$ cat config.mk
export PLATFORM = sky130hd
export DESIGN_NAME = fetch_buf
export DESIGN_NICKNAME = d
export VERILOG_FILES = /design/src/rtl/fetch_buf.sv
export SDC_FILE = /design/constraint.sdc
export NUM_CORES = 1
export LEC_CHECK = 0
export BUFFER_PORTS_ARGS = -buffer_cell sky130_fd_sc_hd__buf_2
export CAP_MARGIN = 25
export CORE_AREA = 2 2 151 153
export DETAILED_ROUTE_END_ITERATION = 6
export DIE_AREA = 0 0 153 155
export PLACE_DENSITY = 0.78
export SLEW_MARGIN = 15
export SYNTH_ARGS = -nofsm -noshare
export SYNTH_HDL_FRONTEND = slang
export SYNTH_SLANG_ARGS = --single-unit
$ cat constraint.sdc
create_clock -name clk -period 3 [get_ports clk]
set_clock_uncertainty 0.05 [all_clocks]
set_input_delay 0.45 -clock clk [delete_from_list [all_inputs] [get_ports clk]]
set_output_delay 0.45 -clock clk [all_outputs]
set_load 0.02 [all_outputs]
$ cat src/rtl/fetch_buf.sv
// Fetch buffer: small circular FIFO of {pc, inst} pairs between instruction
// memory and the realigner, with flush (redirect) and downstream stall.
module fetch_buf #(
   parameter int          DEPTH    = 4,
   parameter logic [31:0] NOP_INST = 32'h0000_0013
) (
   input  logic                       clk,
   input  logic                       reset,
   input  logic                       imem_valid_i,
   input  logic [31:0]                imem_pc_i,
   input  logic [31:0]                imem_inst_i,
   output logic                       imem_ready_o,
   input  logic                       flush_i,
   input  logic                       stall_i,
   output logic                       valid_o,
   output logic [31:0]                pc_o,
   output logic [31:0]                inst_o,
   output logic [$clog2(DEPTH):0]     count_o
);

   localparam int AW = $clog2(DEPTH);
   localparam int CW = AW + 1;
   localparam logic [CW-1:0] FULL_CNT = CW'(DEPTH);
   localparam logic [CW-1:0] ZERO_CNT = CW'(0);
   localparam logic [CW-1:0] ONE_CNT  = CW'(1);
   localparam logic [AW-1:0] ONE_PTR  = AW'(1);

   logic [31:0]   mem_pc_r   [DEPTH];
   logic [31:0]   mem_inst_r [DEPTH];
   logic [AW-1:0] wptr_r;
   logic [AW-1:0] rptr_r;
   logic [CW-1:0] count_r;
   logic [31:0]   last_pc_r;
   logic          push_s;
   logic          pop_s;

   // Ready and valid depend only on the registered occupancy.
   assign imem_ready_o = (count_r != FULL_CNT);
   assign valid_o      = (count_r != ZERO_CNT);
   assign count_o      = count_r;
   assign push_s       = imem_valid_i && imem_ready_o && !flush_i;
   assign pop_s        = valid_o && !stall_i && !flush_i;

   // Head presentation; an empty buffer shows a NOP at the last consumed PC.
   always_comb begin
      pc_o   = last_pc_r;
      inst_o = NOP_INST;
      if (valid_o) begin
         pc_o   = mem_pc_r[rptr_r];
         inst_o = mem_inst_r[rptr_r];
      end else begin
         pc_o   = last_pc_r;
         inst_o = NOP_INST;
      end
   end

   // Storage array write; contents are left as-is on reset.
   always_ff @(posedge clk) begin
      if (push_s) begin
         mem_pc_r[wptr_r]   <= imem_pc_i;
         mem_inst_r[wptr_r] <= imem_inst_i;
      end
   end

   // Pointers, occupancy and last-popped PC; reset beats flush beats push/pop.
   always_ff @(posedge clk) begin
      if (reset) begin
         wptr_r    <= '0;
         rptr_r    <= '0;
         count_r   <= '0;
         last_pc_r <= 32'h0000_0000;
      end else if (flush_i) begin
         rptr_r    <= wptr_r;
         count_r   <= '0;
      end else begin
         if (push_s) begin
            wptr_r <= wptr_r + ONE_PTR;
         end
         if (pop_s) begin
            rptr_r    <= rptr_r + ONE_PTR;
            last_pc_r <= mem_pc_r[rptr_r];
         end
         case ({push_s, pop_s})
            2'b10:   count_r <= count_r + ONE_CNT;
            2'b01:   count_r <= count_r - ONE_CNT;
            default: count_r <= count_r;
         endcase
      end
   end

endmodule

# == Yosys cells after proc, flatten, opt, wreduce, memory -nomap -nowiden ==
# Memories as Yosys holds them, arrays and structs flattened. A register that Yosys moved wholly into a read port is not among the register bits.
# Cells that the tools add are included.
# word_totals
reg_bits,39
latchBits,0
mem_bits_rw,256
rom_bits,0
input_bits,69
out_inout_bits,69
wordCells,37
mem_count,2
# memory_table
memory,depth,word_bits,rd,rd_clocked_by_memory_dff,wr,line,text
mem_inst_r,4,32,1,1,1,29,logic [31:0] mem_inst_r [DEPTH];
mem_pc_r,4,32,1,1,1,28,logic [31:0] mem_pc_r [DEPTH];
# op_classes
n_addsub,4
mul,0
n_div,0
order_cmp,0
eq_ne,3
shift,0
mux,11
bitwise_logic,1
n_reduce_logical,12
# op_table
operator,count
two-way mux 32 bit,2
two-way mux 2 bit,6
one-hot mux 3 bit (2 select lines),1
"adder 2 x 1 -> 2 bit, second input constant",2
logical AND 1 bit,4
AND reduction 2 bit,2
nonzero test 2 bit,2
"adder 3 x 1 -> 3 bit, second input constant",1
"inequality test 3 bit, second input constant",1
nonzero test 3 bit,1
"subtractor 3 x 1 -> 3 bit, second input constant",1
"equality test 2 x 1 -> 1 bit, second input constant",1
"equality test 2 bit, second input constant",1
logical NOT 1 bit,2
two-way mux 1 bit,2
OR reduction 2 bit,1
NOT 1 bit,1

# == Longest topological paths before layout ==
# logic_depth
ltp_word,7
ltp_mapped,10
depth_no_buf,9

# == Worst setup path after synthesis ==
# Ideal clock, no wire load.
# synth_timing
path_type,reg-to-reg
start,"register count_r[0], in the netlist count_o[0]"
end,"memory mem_inst_r[0][0], enable pin"
setup_time_ns,0.429
arrival_ns,2.528
required_ns,2.521
slack_ns,-0.007
path_stages_with_launch,4
path_buffers,0
period_less_slack_ns,3.007
path_cell_list,dfxtp_1 nor3b_1 inv_1 and3_1
# synth_between
elab_chain_cells,5
# synth_rtl
item,line,text
"start, declared",32,logic [CW-1:0] count_r;
"start signal, assigned",84,2'b10: count_r <= count_r + ONE_CNT;
"start signal, assigned",85,2'b01: count_r <= count_r - ONE_CNT;
"start signal, assigned",86,default: count_r <= count_r;
inequality test 3 bit,38,assign imem_ready_o = (count_r != FULL_CNT);
via imem_ready_o,12,"output logic imem_ready_o,"
logical AND 1 bit (2 in a row),41,assign push_s = imem_valid_i && imem_ready_o && !flush_i;
two-way mux 1 bit,59,if (push_s) begin
two-way mux 1 bit (implied by the code),61,mem_inst_r[wptr_r] <= imem_inst_i;
"end, declared",29,
# The timed path passes the listed nets, and every way through them passes these cells.

# == Final worst setup path ==
# layout_timing
start,"register count_r[0], in the netlist count_o[0]"
end,output port pc_o[21]
# layout_between
elab_chain_cells,2
# layout_rtl
item,line,text
nonzero test 3 bit,39,assign valid_o = (count_r != ZERO_CNT);
two-way mux 32 bit,48,if (valid_o) begin
"end, declared",16,"output logic [31:0] pc_o,"
# No other way between the ends.

==> results.py <==
metrics = {
    "outcome": {
        "outcome": "finished clean",
    },
    "critical_path": {
        "arrival_ns": 2.36,
        "reg2regPathDepth": 9,
        "path_depth": 6,
        "startpoint": "count_o[0]",
        "path_buf_inv": 3,
        "critical_path_peak_fanout": 34,
        "cp-end-kind": "primary output",
        "startpoint_type": "flip-flop",
        "required_ns": 2.50,
        "cpLargestDelayFamily": "buffers and inverters",
        "crit_path_frequent_cell": "nand2_1",
        "cp_slowest_cell": "inv_2",
        "rr_startpoint": "count_o[2]",
        "cpPeakStageDelay_ns": 0.59,
        "crit_chain": "nor3_4 > inv_2 > buf_16 > nand2_1 > nand2_1 > buf_2",
        "crit_type": "flip-flop to primary output",
    },
    "global_routing": {
        "grt_first_pass_wirelength_mm": 34.9,
        "grt_usage_pct": 18.8,
        "grt_pass1_vias": 6401,
        "grt_max_degree": 65,
        "globalRoute.totalOverflow": 0,
        "antenna_found_initial": 4,
    },
    "timing": {
        "finalMaxSlewViolations": 0,
        "finalCriticalPeriod_ns": 2.86,
        "setup_ws_ns": 0.144,
        "rsz0062_at_grt": "false",
        "final-setup-viol-count": 0,
        "min_period_over_period_pct": 95.2,
        "max_slew.worst_pin.slew_ns": 0.800,
        "fmax_ghz": 0.350,
        "hold-worst-slack_ns": 0.0757,
        "fin_setup_tns_ns": 0,
        "hold_viol_final": 0,
        "relSlewSlack_pct": 46.6,
    },
    "die": {
        "initial_core_util_pct": 51.0,
        "num_rows": 55,
        "ios": 138,
        "fp.dieArea_mm2": 0.0237,
        "die_w_um": 153,
        "die_h_um": 155,
        "core-area_mm2": 0.0222,
    },
    "layout": {
        "fin_nets": 833,
        "final_core_util_pct": 60.5,
        "instances_no_fill": 1069,
        "stdcell_area_mm2": 0.0135,
        "fill_cells": 1606,
        "area_growth_pct": 18.6,
        "final_layout_size_suffix_gt1_share_pct": 35.3,
    },
    "route": {
        "viasPerCell": 5.59,
        "drtIter0Drc": 459,
        "routedWlPerCell_um": 20.6,
        "wirelength_mm": 22.1,
        "firstDrtPassIters": 4,
        "drtAntennaViolNets": 0,
        "drc": 0,
        "vias": 5976,
    },
    "yosys": {
        "synthFlopType": "edfxtp_1",
        "synth-seq-area-share_pct": 75.0,
        "yosysWarnings": 0,
        "synth_seq_cells": 297,
        "synth_area_mm2": 0.0113,
        "synth-async-reset-ratio_pct": 0,
        "yosysUniqueCellTypes": 34,
        "syn_area_per_cell_um2": 18.8,
        "synthCells": 604,
        "syn-num-nets": 679,
        "synth-edff-count": 256,
    },
    "clock_tree": {
        "cts.path.max_buffers": 3,
        "clock_latency_ns": 0.53,
        "clock-root-buffer": "clkbuf_16",
        "cts_tree": "yes",
        "holdBufCountCts": 0,
        "clk_pin_slew_ns": 0.06,
        "cts_buffers": 30,
        "clock_sinks": 297,
        "htree_levels": 1,
        "cts_resized": 0,
    },
    "placement": {
        "dpl_cell_area_mm2": 0.0125,
        "pre_cts_ws_ns": 0.565,
        "port_buffers": 137,
        "dp_hpwl_mm": 13.2,
        "dp_cells": 1009,
        "gp_congestion": 0.826,
    },
    "pwr": {
        "powerDensity_mw_per_mm2": 647,
        "total_power_mw": 8.71,
        "vdd_ir_drop_max_v": 0.000530,
        "leakage_nw": 4.83,
    },
    "job": {
        "drv_cap": 0,
    },
    "hold_path": {
        "min_path_cells": 1,
        "hold_class": "primary input to flip-flop",
        "worstHoldStart": "imem_inst_i[9]",
    },
}
==> power by group <==
group / leakage, nW / internal, mW / switching (mW) / total, mW
sequential: 2.66 / 4.56 / 0.0321 / 4.60
clock: 0.483 / 2.12 / 1.46 / 3.58
combinational: 1.69 / 0.231 / 0.300 / 0.531
==> repair_timing <==
action | 4_1_cts | 5_1_grt
setup buffers | 0 | 2
endpoints found under the setup margin | 0 | 1
endpoints found under the hold margin | 0 | 0
==> cells in the final DEF, fill, tap and decap left out, types with 4 or more instances in the layout <==
master / n
edfxtp_1: 256
buf_2: 137
nand2_1: 96
mux4_2: 64
dfxtp_1: 39
a22o_1: 32
clkbuf_16: 31
and2_1: 29
clkinv_2: 10
inv_1: 8
buf_12: 8
buf_4: 8
a21oi_1: 5
ha_1: 5
clkinv_1: 5
nor3_1: 4
and3_4: 4
==> metal layers <==
| metal | wire (um) | up-vias | global-route usage (%) |
|---|---|---|---|
| met1 | 9020 | 3060 | 24.3 |
| met5 | 30 | - | 0 |
| met3 | 1710 | 40 | 5.26 |
| met2 | 10800 | 197 | 31.4 |
| li1 | - | 2675 | - |
| met4 | 505 | 4 | 5.42 |
==> cell type report <==
cell class                      count  area, um^2  share of cell area, %
Timing Repair Buffer              154         933                   6.94
Antenna cell                        2        5.00                 0.0372
Tap cell                          285         357                   2.65
Inverter                            9        33.8                  0.251
Sequential cell                   297        8520                   63.3
Clock buffer                       37         828                   6.16
Clock inverter                     19         144                   1.07
Multi-Input combinational cell    266        2640                   19.6
==> state kept, by name, summed over array words and instances (netlist names), named ones only <==
signal and cells:
count_o 3, wptr_r 2, rptr_r 2, mem_inst_r 128
mem_pc_r 128, last_pc_r 32
==> final timing paths <==
path / endpoint / slack [ns]
setup / recovery: pc_o[21] / 0.14
hold reg to reg: last_pc_r[30] / 0.42
hold / removal: mem_inst_r[0][9] / 0.08
setup reg to reg: count_o[2] / 0.52
==> kinds of logic (layout without fill, tap and decap cells) <==
family | Yosys count | count (layout) | synth area share, %
DFF | 297 | 297 | 75.0
and+or+nand+nor | 148 | 148 | 6.07
muxes | 64 | 64 | 12.7
adders and majority gates | 6 | 6 | 0.728
AOI/OAI and AO/OA | 46 | 46 | 3.33
buffers and inverters | 41 | 219 | 2.00
other | 0 | 2 | 0
xor gates and xnor gates | 2 | 2 | 0.154
==> cells in the mapped netlist, drive strengths merged, types with 4 or more instances <==
library cell,n,area share (%)
nor3,5,0.32
and3,4,0.22
clkbuf,6,0.20
a22o,32,2.5
mux4,64,13
nand2,96,3.2
ha,5,0.55
inv,9,0.30
dfxtp,41,7.2
buf,26,1.5
edfxtp,256,68
and2,29,1.6
a21oi,6,0.36
No activity file was read; power rests on OpenSTA's default activity.
